### src/rtl/mem_bus_bridge.sv
// MEM-stage to memory-bus bridge: IDLE/BUS/DONE handshake FSM that stalls the pipeline per access.
// Optional bus timeout abort is compiled in with `define BUS_TIMEOUT_EN.
module mem_bus_bridge #(
  parameter logic [7:0] TIMEOUT_CYCLES = 8'd64
) (
  input  logic        clk,
  input  logic        rst,
  input  logic        cpu_req,
  input  logic        cpu_we,
  input  logic [31:0] cpu_addr,
  input  logic [31:0] cpu_wdata,
  output logic [31:0] cpu_rdata,
  output logic        cpu_stall,
  output logic        bus_error,
  output logic        CPU_MIO,
  output logic        mem_w,
  output logic [31:0] Address_out,
  output logic [31:0] Data_out,
  input  logic [31:0] Data_in,
  input  logic        MIO_ready
);

  typedef enum logic [1:0] {
    IDLE,
    BUS,
    DONE
  } state_t;

  state_t      state_q, state_d;
  logic [31:0] addr_q, addr_d;
  logic [31:0] wdata_q, wdata_d;
  logic [31:0] rdata_q, rdata_d;
  logic        we_q, we_d;

`ifdef BUS_TIMEOUT_EN
  logic [7:0] cnt_q, cnt_d;
  logic       err_q, err_d;
`endif

  always_ff @(posedge clk or negedge rst) begin
    if (!rst) begin
      state_q <= IDLE;
      addr_q  <= '0;
      wdata_q <= '0;
      rdata_q <= '0;
      we_q    <= 1'b0;
`ifdef BUS_TIMEOUT_EN
      cnt_q   <= '0;
      err_q   <= 1'b0;
`endif
    end else begin
      state_q <= state_d;
      addr_q  <= addr_d;
      wdata_q <= wdata_d;
      rdata_q <= rdata_d;
      we_q    <= we_d;
`ifdef BUS_TIMEOUT_EN
      cnt_q   <= cnt_d;
      err_q   <= err_d;
`endif
    end
  end

  always_comb begin
    state_d = state_q;
    addr_d  = addr_q;
    wdata_d = wdata_q;
    rdata_d = rdata_q;
    we_d    = we_q;
`ifdef BUS_TIMEOUT_EN
    cnt_d   = cnt_q;
    err_d   = 1'b0;
`endif
    unique case (state_q)
      IDLE: begin
        if (cpu_req) begin
          addr_d  = cpu_addr;
          wdata_d = cpu_wdata;
          we_d    = cpu_we;
`ifdef BUS_TIMEOUT_EN
          cnt_d   = '0;
`endif
          state_d = BUS;
        end
      end
      BUS: begin
        // A ready response wins over a timeout reached in the same cycle.
        if (MIO_ready) begin
          if (!we_q) begin
            rdata_d = Data_in;
          end
          state_d = DONE;
        end
`ifdef BUS_TIMEOUT_EN
        else if (cnt_q == TIMEOUT_CYCLES) begin
          if (!we_q) begin
            rdata_d = '0;
          end
          err_d   = 1'b1;
          state_d = DONE;
        end else begin
          cnt_d = cnt_q + 8'd1;
        end
`endif
      end
      DONE: begin
        state_d = IDLE;
      end
      default: begin
        state_d = IDLE;
      end
    endcase
  end

  // Stall drops only in DONE, so the request cycle itself already stalls.
  assign cpu_stall   = cpu_req && (state_q != DONE);
  assign CPU_MIO     = (state_q == BUS);
  assign mem_w       = (state_q == BUS) && we_q;
  assign Address_out = addr_q;
  assign Data_out    = wdata_q;
  assign cpu_rdata   = rdata_q;

`ifdef BUS_TIMEOUT_EN
  assign bus_error = err_q;
`else
  assign bus_error = 1'b0;
`endif

endmodule

### config.mk
export PLATFORM = sky130hd
export DESIGN_NAME = mem_bus_bridge
export DESIGN_NICKNAME = d
export VERILOG_FILES = /design/src/rtl/mem_bus_bridge.sv
export SDC_FILE = /design/constraint.sdc
export NUM_CORES = 1
export LEC_CHECK = 0
export ABC_AREA = 1
export CAP_MARGIN = 20
export CORE_MARGIN = 1.5
export CORE_UTILIZATION = 40
export DETAILED_ROUTE_END_ITERATION = 16
export PLACE_DENSITY_LB_ADDON = 0.08
export SYNTH_ARGS = -nofsm -noshare
export SYNTH_HDL_FRONTEND = slang
export SYNTH_SLANG_ARGS = --single-unit
### constraint.sdc
create_clock -name clk -period 1.5 [get_ports clk]
set_clock_uncertainty 0.15 [all_clocks]
set_input_delay 0.225 -clock clk [delete_from_list [all_inputs] [get_ports clk]]
set_output_delay 0.225 -clock clk [all_outputs]
set_load 0.05 [all_outputs]
Word level (Yosys, flattened, before mapping)
Index checks and enable logic that the tools add are counted.
{ "totals": {"ram_bits": 0, "mem_count": 0, "out_inout_bits": 100, "register_bits": 99, "latchBits": 0, "romBits": 0, "word_cells": 19} }
{ "classes": {"eq_ne": 4, "n_mux": 3, "magnitude_cmp": 0, "mul": 0, "shifts": 0, "bitwise_logic": 1, "div": 0, "reduce_logical": 6, "add_sub_neg": 0} }
{ "op_table": {"columns": ["cell", "n"], "rows": [
  ["$mux W2", 2],
  ["$ne A2 B2 Y1 const B", 2],
  ["$pmux W2 S2", 1],
  ["$reduce_and A2 Y1", 2],
  ["$reduce_and A3 Y1", 1],
  ["$eq A2 B1 Y1 const B", 1],
  ["$logic_and A1 B1 Y1", 2],
  ["$logic_not A2 Y1", 1],
  ["$ne A2 B1 Y1 const B", 1],
  ["$not A1 Y1", 1]
]} }

Depth between registers and ports, before layout
Gate-level depths: netlist of run 1.
{ "logic_depth": {"word_depth": 3, "ltp_mapped": 6, "mapped_depth_nobuf": 5} }

Least setup slack after synthesis of run 1
Ideal clock, no wire load.
{ "synth_path": {"kind": "reg2out", "startpoint": "reg state_q[1]", "endpoint": "out cpu_stall", "setup_slack_ps": -441, "arrival_ps": 1566, "stages_incl_launch_ff": 2, "cell_sequence": "dfrtp_1 > a21boi_0"} }
{ "synth_between": {"elab_chain_cells": 2} }
{ "synth_rtl": {"columns": ["element", "line", "text"], "rows": [
  ["start: declaration", "29", "state_t state_q, state_d;"],
  ["start signal: assignment", "52", "state_q <= state_d;"],
  ["$ne A2 B2 Y1", "116", "assign cpu_stall = cpu_req && (state_q != DONE);"],
  ["$logic_and A1 B1 Y1", "116", null],
  ["end: declaration", "13", "output logic cpu_stall,"]
]} }
No other way between the ends.

Worst setup path in the final report of run 1
{ "layout_path": {"startpoint": "reg state_q[1]", "endpoint": "out mem_w"} }
{ "layout_between": {"elab_chain_cells": 2} }
{ "layout_rtl": {"columns": ["element", "line", "text"], "rows": [
  ["$eq A2 B1 Y1", "118", "assign mem_w = (state_q == BUS) && we_q;"],
  ["$logic_and A1 B1 Y1", "118", null],
  ["end: declaration", "16", "output logic mem_w,"]
]} }
No other way between the ends.

==> results.json, run 1 <==
{
  "outcome": "complete, but fails checks",
  "failed_checks": "negative setup slack",
  "post_syn_nets": 536,
  "rows": 36,
  "stdcell_count": 782,
  "final_critical_path_setup_slack_ns": -0.141,
  "timing.final.crit_share_pct": 109,
  "worst_path_largest_cell_delay_ns": 0.44,
  "worst_ir_drop_vdd_v": 0.00121,
  "viasPerCell": 4.86,
  "synth_cell_type_count": 16,
  "timing.setup.critical_path_class": "reg2out",
  "worstSetupEndpoint": "mem_w",
  "rsz_0062_raised_after_global_routing": "true",
  "core_area_um2": 9680,
  "synthesis.area_um2": 3970,
  "regToRegEndpoint": "Data_out[12]$_DFFE_PN0P_",
  "number_of_endpoints_with_negative_hold_slack_in_the_final_report": 0,
  "worst_setup_path_start": "state_q[1]$_DFFE_PN0P_",
  "starting_utilization_of_the_core_area_pct": 41.0,
  "path_clk_slew_ns": 0.09,
  "gr-total-overflow": 0,
  "clock_latency_ns": 0.35,
  "n_antenna_cell": 0,
  "die_width_um": 103,
  "grt_antenna_before_repair": 0,
  "grt_pass1_wl_um": 18400,
  "routed-via-count": 3802,
  "dr.first_iter.drc_count": 132,
  "avg_inst_size_synth_um2": 9.14,
  "tritoncts": "built",
  "routabilityCongestion": 0.798,
  "worstRegToRegCells": 6,
  "cts-buffers-inserted": 9,
  "critical_path.cell_chain": "nor2_4 > inv_2 > nor2_4 > buf_12",
  "drive_gt1_share_pct": 23.7,
  "synth.largest_area_cell": "dfrtp_1",
  "area.growth.synth_to_final_pct": 90.5,
  "grt_max_degree": 54,
  "dr.pass1.iters": 4,
  "cap_violations": 0,
  "grt_pass1_vias": 3717,
  "number_of_synthesized_register_bits": 99,
  "detailed_place_hpwl_um": 8680,
  "grt_use_total_pct": 22.7,
  "final_antenna_net_count": 0,
  "fp.dieArea_um2": 10500,
  "yosysSeqAreaShare_pct": 62.3,
  "worstHoldPathType": "in2async",
  "crit_arrival_ns": 1.27,
  "post_synth_inst_count": 435,
  "yosys_warnings": 0,
  "numPlacedInstances": 752,
  "tritoncts_num_sinks": 99,
  "design.final.nets": 745,
  "max_freq_mhz": 609,
  "detail_route.wirelength_um": 12800,
  "cp_max_fo": 3,
  "timing.critical_path.slowest_stage_cell": "dfrtp_2",
  "worst_path_most_repeated_cell": "nor2_4",
  "dieHeight_um": 103,
  "final.min_clock_period_ns": 1.64,
  "timing.critical_path.to_type": "output pin",
  "pwr_density_cell_nw_per_um2": 2440,
  "remaining_drc_errors": 0,
  "start_kind": "flip-flop",
  "synth_top_area_share_pct": 62.3,
  "timing_max_transition_violations_final": 0,
  "startpoint_of_the_worst_slack_reg_to_reg_timing_path": "state_q[1]$_DFFE_PN0P_",
  "fin_setup_tns_ns": -0.364,
  "port-buffer-count": 199,
  "final-setup-viol-count": 3,
  "cts_buffer_depth": 2,
  "total_leakage_power_nw": 3.71,
  "timing.critical_path.required_ns": 1.12,
  "count_of_pins_on_the_block_boundary": 201,
  "ctsHtreeMaxLevel": 3,
  "reg2reg_setup_slack_ns": 0.06,
  "avgRoutedWirePerCell_um": 16.3,
  "cts-root-buf": "clkbuf_8",
  "yosys-top-cells-area": "dfrtp_1, nand2_1, nand3_1"
}
==> registers in the layout (all words and copies together) (netlist names) <==
register,count
cpu_rdata,32
we_q,1
Data_out,32
Address_out,32
state_q,2
==> routing by layer <==
layer | part of all wire, % | global-route usage (%)
met2 | 51 | 38.1
met5 | 0 | 0
met3 | 7.4 | 6.85
met1 | 40 | 27.9
met4 | 2.3 | 8.01
==> through the flow <==
step	util (%)	cell area [um^2]	total power [W]	setup slack [ns]	hold WS [ns]
floorplan	-	3980	0.00999	-0.0698	-0.221
global placement	73.5	7120	0.0161	0.00483	0.0426
detailed placement	73.5	7120	0.0163	-0.0634	0.0485
CTS	76.2	7380	0.0182	-0.159	0.206
global route	78.2	7570	0.0192	-0.202	0.238
finish	78.2	7570	0.0184	-0.141	0.199
==> Yosys cell counts <==
| master | count |
|---|---|
| dfrtp_1 | 99 |
| buf_6 | 4 |
| nor2_2 | 1 |
| inv_1 | 4 |
| nand2_1 | 195 |
| a21boi_0 | 1 |
| buf_1 | 1 |
| nor2_1 | 2 |
| clkbuf_1 | 1 |
| conb_1 | 1 |
| buf_2 | 14 |
| nand3_1 | 97 |
| nor2_4 | 2 |
| o21ai_0 | 1 |
| nand2_2 | 1 |
| buf_4 | 11 |
==> cells by family after synthesis <==
| group | count (synthesis) | synth area share, % |
|---|---|---|
| simple gates | 298 | 31.7 |
| compound gates | 2 | 0.315 |
| buf+inv | 35 | 5.54 |
| other cells | 1 | 0.0944 |
| flops | 99 | 62.3 |
==> power by group <==
part           internal, W  switching (W)
combinational      0.00546        0.00607
clock             0.000914       0.000904
sequential         0.00380        0.00129
total               0.0102        0.00826
==> area by class of cell <==
type	count	area [um^2]
repair buffers	229	3400
flip-flops and latches	99	2480
fillers	629	2120
multi-input cells	301	1300
clock buffers	13	169
well taps	133	166
clock inverters	3	43.8
inverters	4	15.0
==> placed cells by master, fill, tap and decap left out, drive strengths merged <==
master	count
a21boi	1
buf	126
bufinv	1
clkbuf	17
clkdlybuf4s50	98
clkinv	1
conb	1
dfrtp	99
dlygate4sd3	1
inv	5
nand2	196
nand3	97
nor2	5
o21ai	1
==> worst max-delay path: cells and delay by family (launching register included) <==
kind | cells | cell delay (ns)
and+or+nand+nor | 2 | 0.26
buffers and inverters | 2 | 0.21
DFF | 1 | 0.44
==> worst min-delay path by stage <==
stage | start | end | slack [ns] | cells past startpoint
floorplan | rst | Address_out[0]$_DFFE_PN0P_ | -0.22 | 0
global placement | rst | cpu_rdata[20]$_DFFE_PN0P_ | 0.04 | 1
detailed placement | rst | cpu_rdata[20]$_DFFE_PN0P_ | 0.05 | 1
CTS | rst | cpu_rdata[20]$_DFFE_PN0P_ | 0.21 | 2
global route | rst | cpu_rdata[14]$_DFFE_PN0P_ | 0.24 | 2
finish | rst | cpu_rdata[20]$_DFFE_PN0P_ | 0.20 | 2
==> what timing repair did <==
action,in CTS,in global routing
endpoints found under the setup margin,3,65
gates cloned,0,6
resized for setup,6,6
hold buffers,1,0
setup buffers,4,3
pin swaps,2,3
endpoints found under the hold margin,29,0
Note: power is estimated with default switching activity, not from simulation.
==> run 2: changes to the inputs <==
ABC_AREA = default   (was 1)
clock period = 1.7 ns   (was 1.5 ns; I/O delays follow)
==> run 2 against run 1 <==
The flow still finishes with violations (negative setup slack). Combinational power is 33% lower. Die area is 1.8% lower. Synthesized cell count is 50% lower. Flip-flop and latch count unchanged. Via count fell by 31%. Global-route usage shrank 5.2 points. Routed wire length shrank 24%. Cell count decreased by 26%. Worst hold slack better by 0.14 ns. Worst setup slack gained 0.065 ns. Register-to-register slack worse by 0.14 ns. Count of clock-buffer cells in the layout decreased by 1. Critical endpoint is now Data_out[23]$_DFFE_PN0P_. Highest routed layer unchanged.
==> results.json, run 2 <==
{
  "rsz_0062_raised_after_global_routing": "true",
  "max_freq_mhz": 563,
  "clock_latency_ns": 0.34,
  "post_synth_edffs": 0,
  "synthesis.area_um2": 3900,
  "grt_use_total_pct": 17.5,
  "grt_max_degree": 100,
  "yosysSeqAreaShare_pct": 63.5,
  "routabilityCongestion": 0.740,
  "fin_area_um2": 6370,
  "cts-root-buf": "clkbuf_8",
  "synth_cell_type_count": 17,
  "ys_top_cells_by_count": "dfrtp_1, mux2_2, mux2_4, buf_6",
  "relSlewSlack_pct": 65.6,
  "tightestPinTransition_ns": 0.516,
  "post_syn_nets": 320,
  "worst_ir_drop_vdd_v": 0.00139,
  "final_antenna_net_count": 0,
  "yosys_most_used_dff": "dfrtp_1",
  "filler_cell_count": 664,
  "worstHoldPathType": "in2async",
  "port-buffer-count": 199,
  "timing.critical_path.to_type": "flip-flop",
  "n_antenna_cell": 0,
  "cp_max_fo": 11,
  "tritoncts": "built",
  "count_of_pins_on_the_block_boundary": 201,
  "final.min_clock_period_ns": 1.78,
  "start_kind": "flip-flop",
  "drive_gt1_share_pct": 54.5,
  "routed-via-count": 2618,
  "grt_antenna_before_repair": 0,
  "core_area_um2": 9330,
  "final_common_cell": "buf_4",
  "final-setup-viol-count": 84,
  "path_clk_slew_ns": 0.10,
  "number_of_synthesized_register_bits": 99,
  "starting_utilization_of_the_core_area_pct": 41.8,
  "avg_inst_size_synth_um2": 17.8,
  "commonest_cells_after_routing_fill_and_taps_aside": "buf_4, clkdlybuf4s50_1, dfrtp_1",
  "synth_top_area_share_pct": 63.5,
  "post-synth-top-count-cell": "dfrtp_1",
  "grt_pass1_wl_um": 13700,
  "number_of_endpoints_with_negative_hold_slack_in_the_final_report": 0,
  "avgRoutedWirePerCell_um": 16.9,
  "area.growth.synth_to_final_pct": 63.4,
  "yosys_warnings": 0,
  "numPlacedInstances": 544,
  "stdcell_count": 577,
  "final_core_util_pct": 68.3,
  "grt_pass1_vias": 2665,
  "crit_arrival_ns": 1.87,
  "post_synth_inst_count": 219,
  "die_width_um": 102,
  "async_flop_share_pct": 100,
  "detailed_place_hpwl_um": 6470,
  "cap_violations": 0,
  "total_leakage_power_nw": 2.89,
  "dr.first_iter.drc_count": 41,
  "synth.largest_area_cell": "dfrtp_1",
  "pwr_density_cell_nw_per_um2": 2060,
  "failed_checks": "negative setup slack",
  "gr-total-overflow": 0,
  "final_critical_path_setup_slack_ns": -0.0762,
  "worst_path_largest_cell_delay_ns": 0.42,
  "design.final.nets": 544,
  "cts_buffer_depth": 2,
  "timing.final.crit_share_pct": 104,
  "pre_cts_ws_ns": -0.314,
  "fin_setup_tns_ns": -3.29,
  "timing.setup.critical_path_class": "reg2reg",
  "dr.pass1.iters": 4,
  "dieHeight_um": 102,
  "rows": 35,
  "fp.dieArea_um2": 10400,
  "ctsHtreeMaxLevel": 3,
  "tritoncts_num_sinks": 99,
  "timing.critical_path.slowest_stage_cell": "dfrtp_2",
  "yosys-top-cells-area": "dfrtp_1, mux2_2, mux2_4",
  "timing_max_transition_violations_final": 0,
  "viasPerCell": 4.54,
  "cts-buffers-inserted": 9,
  "critical_path.cell_chain": "buf_4 > nor3b_4 > buf_6 > clkbuf_16 > mux2_2",
  "detail_route.wirelength_um": 9750,
  "outcome": "complete, but fails checks",
  "placement.cell_area_um2": 5830,
  "timing.critical_path.required_ns": 1.79,
  "remaining_drc_errors": 0
}
## run 2: critical path: cells and delay by family (launching register included)
family | cells | cell delay [ns]
buffers and inverters | 3 | 0.50
DFF | 1 | 0.42
muxes | 1 | 0.33
and+or+nand+nor | 1 | 0.25
## run 2: report_power, final
part           internal (W)  total (W)  switching, W
clock              0.000625    0.00143      0.000806
combinational       0.00298    0.00774       0.00476
sequential          0.00337    0.00397      0.000600
## run 2: repair_timing
item                                    in CTS  in global routing
cloned                                       2                  8
buffers inserted                             5                  1
endpoints found under the hold margin       99                  0
gates resized for setup                      8                 21
hold buffers                                 1                  0
pin swaps                                    1                  2
endpoints found under the setup margin      63                 93
## run 2: metrics by stage
| stage | total power [W] | hold slack, ns |
|---|---|---|
| final | 0.0131 | 0.340 |
| after global routing | 0.0137 | 0.340 |
| after CTS | 0.0130 | 0.337 |
| after detailed placement | 0.0114 | 0.210 |
| after global placement | 0.0113 | 0.206 |
| after floorplan | 0.00902 | -0.191 |
## run 2: final timing paths
| kind | to | slack, ns | depth (start not counted) | from |
|---|---|---|---|---|
| worst max-delay path | Data_out[23]$_DFFE_PN0P_ | -0.08 | 5 | state_q[1]$_DFFE_PN0P_ |
| worst min register to register | Data_out[11]$_DFFE_PN0P_ | 0.36 | 1 | Data_out[11]$_DFFE_PN0P_ |
| min in group clk | Data_out[14]$_DFFE_PN0P_ | 0.35 | 2 | cpu_wdata[14] |
| worst max register to register | Data_out[23]$_DFFE_PN0P_ | -0.08 | 5 | state_q[1]$_DFFE_PN0P_ |
| max in group asynchronous | state_q[1]$_DFFE_PN0P_ | 0.64 | 3 | rst |
| worst min-delay path | Data_out[13]$_DFFE_PN0P_ | 0.34 | 3 | rst |
## run 2: area by class of cell
cell class / count / area [um^2] / area share (%)
well taps: 129 / 161 / 2.53
clock buffers: 12 / 155 / 2.43
inverters: 1 / 3.75 / 0.0589
flip-flops and latches: 99 / 2480 / 38.9
repair buffers: 225 / 2180 / 34.3
clock inverters: 4 / 33.8 / 0.530
multi-input cells: 107 / 1360 / 21.3
## run 2: metal layers
metal / vias to the layer above / GRT usage (%) / part of all wire, %
met5: - / 0 / 0
met4: 0 / 6.41 / 1.5
met2: 115 / 28.7 / 48
li1: 1208 / - / -
met3: 12 / 4.21 / 7.3
met1: 1283 / 22.5 / 43
## run 2: kinds of logic after synthesis
group / after synthesis / share of synthesized area [%]
multiplexers: 97 / 30.9
AND/OR/NAND/NOR: 7 / 1.41
flip-flops: 99 / 63.5
buffers and inverters: 13 / 3.78
other: 1 / 0.0961
AO/OA/AOI/OAI: 2 / 0.321
==> patch, RTL diff (config.mk and constraints of run 1) <==
Build with the macro `BUS_TIMEOUT_EN` defined.
--- a/src/rtl/mem_bus_bridge.sv
+++ b/src/rtl/mem_bus_bridge.sv
@@ -1,4 +1,6 @@
 // MEM-stage to memory-bus bridge: IDLE/BUS/DONE handshake FSM that stalls the pipeline per access.
 // Optional bus timeout abort is compiled in with `define BUS_TIMEOUT_EN.
+`define BUS_TIMEOUT_EN
+
 module mem_bus_bridge #(
   parameter logic [7:0] TIMEOUT_CYCLES = 8'd64
Check against the original RTL: no difference found for any inputs over 10 cycles, from zero or initial values and one cycle with rst low; that may be too few to reach the edited logic, so the function may still have changed.
==> patch against run 1 <==
- cell count decreased by 3.7%
- final area increased by 13%
- critical path type is now register to register
- setup slack got worse by 35 ps
- wire length increased by 5.8%
- fmax decreased by 2.1%
- the run still ends with setup timing left
- synthesized area increased by 11%
- non-clock buffer count increased by 19
- sequential power increased by 14%
- power increased by 21%
- critical endpoint is now cpu_rdata[15]$_DFFE_PN0P_
- hold slack improved by 61 ps
- highest routed layer unchanged
- combinational power increased by 30%
- sequential cell count increased by 9
==> patch: results (changes against run 1) <==
| Metric | Value |
|---|---|
| Status | finished, violations left |
| Failing checks | setup timing |
| GRT Resource Usage Total | 21.83% (-0.86 points) |
| Leakage | 3.872 nW (+4.4%) |
| Critical R2R Capture | cpu_rdata[15]$_DFFE_PN0P_ |
| Post-synth cell types | 25 (+9) |
| # port buffers | 200 (+0.50%) |
| Commonest cells in the netlist | dfrtp_1, nand2_1, mux2_2, nand4_1, nor2_1 |
| Grt met1 use | 26.34% (-1.6 points) |
| DRT Pass-1 Iters | 4 (unchanged) |
| Top cells by area, synth | dfrtp_1, mux2_2, nand2_1 |
| Worst-path fanout max | 8 (+5) |
| M2 GR Usage | 37.30% (-0.76 points) |
| Peak VDD IR | 1.792 mV (+48%) |
| Vias in the first global route | 3,689 (-0.75%) |
| DRT iter0 DRCs | 136 (+3.0%) |
| Vias | 3,762 (-1.1%) |
| RePlAce Congestion | 0.8193 (+2.7%) |
| WL/cell | 17.96 µm (+9.9%) |
| Worst r2r src | cnt_q[0]$_DFFE_PN0P_ |
| Internal | 12.47 mW (+22%) |
| Final setup vio count | 94 (+91) |
| Final WS setup | -175.9 ps (-34.52 ps) |
| Maximum number of pins on one net before global-route repair | 65 (+20%) |
| Reg2Reg Depth | 8 (+2) |
| Comb pwr | 14.9 mW (+30%) |
| P_sw | 9.895 mW (+20%) |
| Clk_lat worst skew | 370 ps (+20 ps) |
| Critical Path AT | 1790 ps (+520 ps) |
| First-pass GRT wire length | 19,380 µm (+5.5%) |
| Layout filler cell count | 654 (+4.0%) |
| Final #Nets | 712 (-4.4%) |
| Share of layout cells above drive strength 1 | 48.12% (+24 points) |
| HPWL Detailed | 9187 µm (+5.8%) |
| Syn nets | 474 (-12%) |
| Area after DPL | 7797 µm² (+9.6%) |
| Seq/Total Area, Yosys | 61.33% (-1.0 points) |
-- patch: metrics by stage --
step           hold WS [ps]  TNS [ps]  util (%)  cells  worst slack (ps)
6_report              260.4     -8607     79.46    753            -175.9
5_1_grt               265.6    -14170     79.46    753            -230.3
4_1_cts               252.1     -5336     75.50    741            -170.4
3_5_place_dp          118.5    -14930     72.25    717            -208.4
2_1_floorplan        -220.6    -854.5         -    371            -26.36
3_3_place_gp          114.3    -12510     72.25    717            -170.2
-- patch: timing repair --
action / 4_1_cts / 5_1_grt
buffers inserted: 7 / 4
hold endpoints to repair: 108 / 0
gates cloned: 1 / 9
gates resized for setup: 32 / 65
pin swaps: 1 / 10
hold buffers: 1 / 0
endpoints found under the setup margin: 42 / 108
-- patch: cell families (layout without fill, tap and decap cells) --
kind of cell	after synthesis	in the layout	synth area share (%)
DFF	108	108	61.33
and+or+nand+nor	153	154	16.07
AOI/OAI and AO/OA	11	11	1.789
muxes	64	64	16.35
adders and majority gates	2	2	0.5678
buffers and inverters	33	274	3.890
-- patch: final cells by class --
cell class	instances	area share [%]
inverter	11	0.5107
timing repair buffer	248	42.34
multi-input combinational	231	21.62
clock inverter	2	0.1167
clock buffer	13	1.853
sequential	108	31.51
tap	140	2.043
-- patch: layer usage --
layer	wire [µm]	vias up
li1	-	1741
met1	5254	1863
met2	7176	138
met3	808	20
met4	281	0
met5	0	-
-- patch: worst max-delay path, cell delays in order (launching register included) --
cell	delay, ps
dfrtp_1	400
inv_2	80
ha_4	140
nand3_4	70
o21ai_4	200
nand3_4	200
buf_12	210
nand2_2	50
nand2_1	60
